**src/rtl/dpram_byte_reader.sv**
```systemverilog
// dpram_byte_reader: 32x16 word-write RAM streamed back out as bytes (low byte first) over valid/ready.
module dpram_byte_reader #(
  parameter int AW = 5
) (
  input  logic          clk,
  input  logic          reset,
  input  logic          we,
  input  logic [AW-1:0] wa,
  input  logic [15:0]   wd,
  input  logic          start,
  input  logic [AW:0]   saddr,
  input  logic [AW+1:0] count,
  output logic          busy,
  output logic [7:0]    dout,
  output logic          dvalid,
  input  logic          dready,
  output logic          done
);
  typedef enum logic [2:0] {IDLE, FETCH, LOAD, SEND, FIN} state_t;
  state_t        state_q, state_d;
  logic [AW:0]   ptr_q, ptr_d, ptr_inc;
  logic [AW+1:0] rem_q, rem_d;
  logic [15:0]   word_q, word_d, rd_q;
  logic [15:0]   ram [2**AW];
  // Read-before-write falls out of the non-blocking update; the read port tracks ptr every cycle.
  always_ff @(posedge clk) begin
    if (we) ram[wa] <= wd;
    rd_q <= ram[ptr_q[AW:1]];
  end
  always_ff @(posedge clk) begin
    if (reset) begin
      state_q <= IDLE;
      ptr_q   <= '0;
      rem_q   <= '0;
      word_q  <= '0;
    end else begin
      state_q <= state_d;
      ptr_q   <= ptr_d;
      rem_q   <= rem_d;
      word_q  <= word_d;
    end
  end
  assign ptr_inc = ptr_q + 1'b1;
  always_comb begin
    state_d = state_q;
    ptr_d   = ptr_q;
    rem_d   = rem_q;
    word_d  = word_q;
    unique case (state_q)
      IDLE: if (start) begin
        if (count != '0) begin
          ptr_d   = saddr;
          rem_d   = count;
          state_d = FETCH;
        end else state_d = FIN;
      end
      FETCH: state_d = LOAD;
      LOAD: begin
        word_d  = rd_q;
        state_d = SEND;
      end
      SEND: if (dready) begin
        ptr_d   = ptr_inc;
        rem_d   = rem_q - 1'b1;
        state_d = rem_q == 1 ? FIN : ptr_inc[0] ? SEND : FETCH;
      end
      FIN: state_d = IDLE;
      default: state_d = IDLE;
    endcase
  end
  assign busy   = state_q == FETCH || state_q == LOAD || state_q == SEND;
  assign dvalid = state_q == SEND;
  assign done   = state_q == FIN;
  assign dout   = ptr_q[0] ? word_q[15:8] : word_q[7:0];
endmodule
```
**config.mk**
```make
export PLATFORM = sky130hd
export DESIGN_NAME = dpram_byte_reader
export DESIGN_NICKNAME = d
export VERILOG_FILES = /design/src/rtl/dpram_byte_reader.sv
export SDC_FILE = /design/constraint.sdc
export NUM_CORES = 1
export LEC_CHECK = 0
export ABC_AREA = 1
export BUFFER_PORTS_ARGS = -buffer_cell sky130_fd_sc_hd__buf_2
export CAP_MARGIN = 20
export CORE_MARGIN = 1.5
export CORE_UTILIZATION = 40
export DETAILED_ROUTE_END_ITERATION = 12
export PLACE_DENSITY = 0.58
export SYNTH_ARGS = -nofsm -noshare
export SYNTH_HDL_FRONTEND = slang
export SYNTH_SLANG_ARGS = --single-unit
```
**constraint.sdc**
```tcl
create_clock -name clk -period 5.7 [get_ports clk]
set_input_delay 1.425 -clock clk [delete_from_list [all_inputs] [get_ports clk]]
set_output_delay 1.425 -clock clk [all_outputs]
set_load 0.005 [all_outputs]
```
# After elaboration in Yosys (flattened, before gate mapping)
# Memory sizes are Yosys's and may differ from the RTL's. A register that Yosys moved wholly into a read port is not among the register bits.
# Cells that the tools add are included.
# word_totals
ram_bits	512
wordCells	39
in_bits	39
regBits	32
memories	1
output_inout_bits	11
# mem_list
name	depth	width	rd	rd_ports_with_merged_regs	wr	line	source
ram	32	16	1	1	1	24	logic [15:0] ram [2**AW];
# classes
reduce_logical	7
n_addsub	2
eq_ne	8
muxes	17
# ops
op	count
two-way mux 7 bit	3
two-way mux 6 bit	3
one-hot mux 7 bit (2 select lines)	1
two-way mux 3 bit	4
one-hot mux 3 bit (4 select lines)	1
one-hot mux 6 bit (2 select lines)	1
two-way mux 8 bit	1
== test 7 x 1 -> 1 bit, second input constant	1
nonzero test 7 bit	1
subtractor 7 x 1 -> 7 bit, second input constant	1
adder 6 x 1 -> 6 bit, second input constant	1
== test 3 x 2 -> 1 bit, second input constant	2
!= test 2 bit, second input constant	2
AND reduction 4 bit	1
== test 3 x 1 -> 1 bit, second input constant	1
== test 3 bit, second input constant	1
logical NOT 3 bit	1
logical OR 1 bit	2
two-way mux 1 bit	2
two-way mux 2 bit	1
!= test 2 x 1 -> 1 bit, second input constant	1
AND reduction 2 bit	1
nonzero test 2 bit	1

# Longest topological paths before layout
# depth
depth_word	5
ltp_mapped	13

# Worst setup path before layout
# OpenSTA, ideal clock, no wires.
# synth_path
kind	in2reg
startpoint	input wa[0]
endpoint	memory ram[0][0], enable pin
stages	3
required_ns	5.312
slack_ns	2.892
setup_ns	0.388
t_arrival_ns	2.419
path_cell_list	inv_1 > nand3_1 > nor2_1
# synth_lines
element	line	source
from (decl)	8	input logic [AW-1:0] wa,
to (decl)	24	
# No word-level cell before the write port.

# Final worst setup path
# layout_path
startpoint	register state_q[2]
endpoint	output busy
# layout_via
elab_chain_cells	3
elab_cells_between_ends	5
cone_classes	3 x eq/ne; 2 x reduce/logical
# layout_rtl
element	line	source
from (decl)	20	state_t state_q, state_d;
from (signal assigned)	37	state_q <= state_d;
== test 3 x 1 -> 1 bit or == test 3 x 2 -> 1 bit (tied branches)	71	assign busy = state_q == FETCH || state_q == LOAD || state_q == SEND;
logical OR 1 bit	71	
logical OR 1 bit *	71	
to (decl)	13	output logic busy,
# Every way passes the cells marked *; elsewhere a longest branch is shown, timed or not.

==> run summary <==
Counting both buffers and inverters, the worst setup path holds a total of 2. For this run, the leading register cell type out of synthesis is sky130_fd_sc_hd__edfxtp_1. The total routed wirelength is 58080 um. The design draws 10.07 mW. The total global routing track utilization came out at 19.82%. The clock-pin transition on the worst setup and hold timing paths is 0.06 ns. The number of antenna cells inserted came out at 0. The family with the most delay on the worst path is simple AND/OR/NAND/NOR gates.

The worst setup path is launched from a flip-flop. Setup repair after global routing left no endpoint under its margin. After synthesis, the cell types taking the most area are sky130_fd_sc_hd__edfxtp_1, sky130_fd_sc_hd__nand2_1, sky130_fd_sc_hd__nor2_1. The final number of hold-violating endpoints is 0. The number of placed instances, taps included is 2833. By instance count, the leading cell after synthesis is sky130_fd_sc_hd__nand2_1. The actual transition at the worst max-transition pin is 0.9679 ns. The CTS H-tree depth came out at 2. The number of global-route vias before repair is 14690. For the final database, setup skew stands at 0.02209 ns.

Clock tree synthesis found a total of 560 sinks. The TritonCTS clock tree is yes. The synthesized design spends more area on one cell type than any other, namely sky130_fd_sc_hd__edfxtp_1. The maximum number of pins on one net before global-route repair came out at 153. The number of buffers inserted by post-CTS setup repair came out at 0.

For the worst-skew pair, the clock arrives at the later sink with an insertion delay of 0.62 ns. The worst hold path was traced through 2 stages. The routed layout has 15050 vias.

The cell area power density came out at 391.6 nW/um^2. The global-route wire length before repair came out at 88630 um. The highest net fanout along the worst path is 19. The post-route DRC violation count is 0. The number of placement rows is 87. The average wire per standard cell came out at 19.74 um. The final cell count without fillers came out at 2942.

The largest voltage drop on the vdd net came out at 0.0002402 V. The weighted congestion reported at the end of routability-driven placement is 0.8407. The setup path with the least slack is of type flip-flop to output pin. The most numerous cell type found on the critical path is sky130_fd_sc_hd__nand2_1. The quantity of hold-fixing buffers added after cts came out at 0.

The number of antenna violations at the first check in global routing came to 0. Dividing the detail-routed via count by the number of cells gives 5.115. The starting density of the core came out at 40.50%. The total of max-cap violations is 0. The analysis attributes to cell leakage a power of 9.459 nW.

The die covers 58640 sq um. The Yosys step of the flow raised 0 warnings. Traced cell by cell, the critical path runs through nor2_1 -> nand2_1 -> nand2_1 -> inv_1 -> nand2_1 -> buf_2. After synthesis the netlist holds a flip-flop and latch count of 560. The maximum achievable frequency came out at 299.7 MHz. The share of synthesized area occupied by flip-flops and latches came out at 71.40%. STA classifies the critical path endpoint as an output pin. At the end of the flow, the number of nets in the layout was 2180.

The post-synthesis average cell area came out at 10.90 sq um. The gate count after technology mapping is 2099. The number of inserted filler cells in the final layout came out at 5130. The quantity of gates resized following cts came out at 0.

Final hold analysis gives a worst-case slack of 0.4805 ns. The sum of net half-perimeters after detailed placement is 31930 um. The longest clock path from root to sink contains 3 buffers. The final critical path takes up 58.54% of the cycle. The first detailed-routing pass took 6 iterations. The summed instance area of the synthesized netlist is 22880 sq um. The flow ran to the end, and the final reports show no timing, DRC or antenna violations. The clock root buffer master is sky130_fd_sc_hd__clkbuf_16. The minimum clock period is 3.337 ns. Data on the critical path is required at its endpoint by 4.28 ns. The post-route antenna net violation count came out at 0. The I/O pin count is 50. The number of pins exceeding their max-slew limit in the final report is 0. For this block, the initial DRC count from the detailed router was 1189.

The max-slew headroom at the worst pin came out at 35.47%. Counting instances in the post-synthesis netlist gives the leading cell types as sky130_fd_sc_hd__nand2_1, sky130_fd_sc_hd__edfxtp_1, sky130_fd_sc_hd__nor2_1. The logic depth of the worst register-to-register path is 10.

Measured along the y axis, the die boundary spans 242.2 um. During placement, the flow inserted port buffers numbering 49. The area share of the largest cell type after synthesis is 67.20%. The signal arrival time at the worst endpoint came out at 1.91 ns.

The largest individual stage delay along the critical path comes from the cell sky130_fd_sc_hd__dfxtp_1. The logic depth of the worst setup path including buffers came out at 6. At the end of the flow the core is filled with cells to 45.51%. In the synthesized netlist the async set-or-reset flop fraction comes to 0%.

The final setup violation count came out at 0. In this run the worst hold path is classified as flip-flop to flip-flop. The synthesis-to-finish area growth is 12.38%. The x dimension of the die is 242.2 um. The netlist uses 25 different library cells.

After floorplanning, the core was sized to cover 56500 sq um. The total negative setup slack is 0 ns. The number of synthesized flops with an enable pin came out at 512. The number of nets in the synthesized netlist came out at 2141. The fraction of final layout cells with drive strength greater than 1 came out at 8.417%. The TritonCTS buffer count is 59. The total global routing overflow came out at 0.

The delay contributed by the slowest stage of the critical path came out at 0.45 ns.
## layout by cell type (no fill, tap or decap), types with 2 or more instances in the layout
cell type | Yosys | final
sky130_fd_sc_hd__o21ai_0 | 134 | 134
sky130_fd_sc_hd__buf_2 | 31 | 49
sky130_fd_sc_hd__buf_4 | 8 | 41
sky130_fd_sc_hd__dfxtp_4 | 0 | 2
sky130_fd_sc_hd__inv_1 | 40 | 38
sky130_fd_sc_hd__a21oi_1 | 49 | 49
sky130_fd_sc_hd__edfxtp_1 | 512 | 512
sky130_fd_sc_hd__ha_1 | 3 | 3
sky130_fd_sc_hd__dfxtp_1 | 48 | 46
sky130_fd_sc_hd__clkinv_1 | 3 | 16
sky130_fd_sc_hd__nor2_1 | 333 | 333
sky130_fd_sc_hd__bufinv_16 | 0 | 4
sky130_fd_sc_hd__or2_2 | 3 | 3
sky130_fd_sc_hd__inv_6 | 0 | 2
sky130_fd_sc_hd__clkbuf_16 | 0 | 62
sky130_fd_sc_hd__nand2_1 | 625 | 625
sky130_fd_sc_hd__clkbuf_8 | 0 | 3
sky130_fd_sc_hd__clkbuf_1 | 50 | 18
sky130_fd_sc_hd__buf_12 | 1 | 3
sky130_fd_sc_hd__clkinv_2 | 0 | 9
sky130_fd_sc_hd__nand3_1 | 221 | 221
sky130_fd_sc_hd__o21ai_1 | 2 | 2
sky130_fd_sc_hd__nand4_1 | 4 | 4
## registers in the layout, summed over array words and instances, names as in the netlist
name	cells
rem_q	7
rd_q	16
ptr_q	6
state_q	3
word_q	16
ram	512
## per-stage QoR
step | setup WS (ns) | instance area, sq um
global route | 2.173 | 25710
CTS | 2.315 | 25710
finish | 2.363 | 25710
global placement | 2.698 | 23830
floorplan | 2.892 | 22880
detailed placement | 2.681 | 23830
## worst min-delay path, delay by kind of cell, from the launching register on
| family | cells | cell delay [ns] |
|---|---|---|
| DFF | 1 | 0.32 |
| and+or+nand+nor | 2 | 0.13 |
## kinds of logic after synthesis
kind of cell,Yosys count,share of synthesized area [%]
adder cells (fa/ha/maj),3,0.1641
AO/OA/AOI/OAI,186,4.085
flip-flops,560,71.40
buffers and inverters,160,3.456
AND/OR/NAND/NOR,1190,20.90
## final cells by class
class,instances,area [sq um],share of cell area [%]
multi-input combinational,1379,5753,22.37
tap,756,945.9,3.679
timing repair buffer,93,613.1,2.384
sequential,560,16340,63.56
clock buffer,83,1660,6.457
clock inverter,26,221.5,0.8613
inverter,45,175.2,0.6813
## power breakdown
group	internal (mW)	switching, mW	total [mW]
sequential	4.63	0.119	4.75
combinational	0.432	1.16	1.59
clock	2.20	1.53	3.73
## layer usage
| layer | wire length [um] | vias to the layer above | global-route usage [%] |
|---|---|---|---|
| met4 | 1413 | 0 | 5.643 |
| met1 | 25330 | 7309 | 26.44 |
| met3 | 3061 | 89 | 3.035 |
| li1 | - | 7226 | - |
| met2 | 28280 | 424 | 33.60 |
| met5 | 0 | - | 0 |
## final timing paths
kind         startpoint  slack, ns        end
max          state_q[2]       2.36       busy
min           word_q[9]       0.48  word_q[9]
max reg2reg    ptr_q[1]       2.95    rd_q[7]
min reg2reg   word_q[9]       0.48  word_q[9]
(Power assumes the default switching activity.)
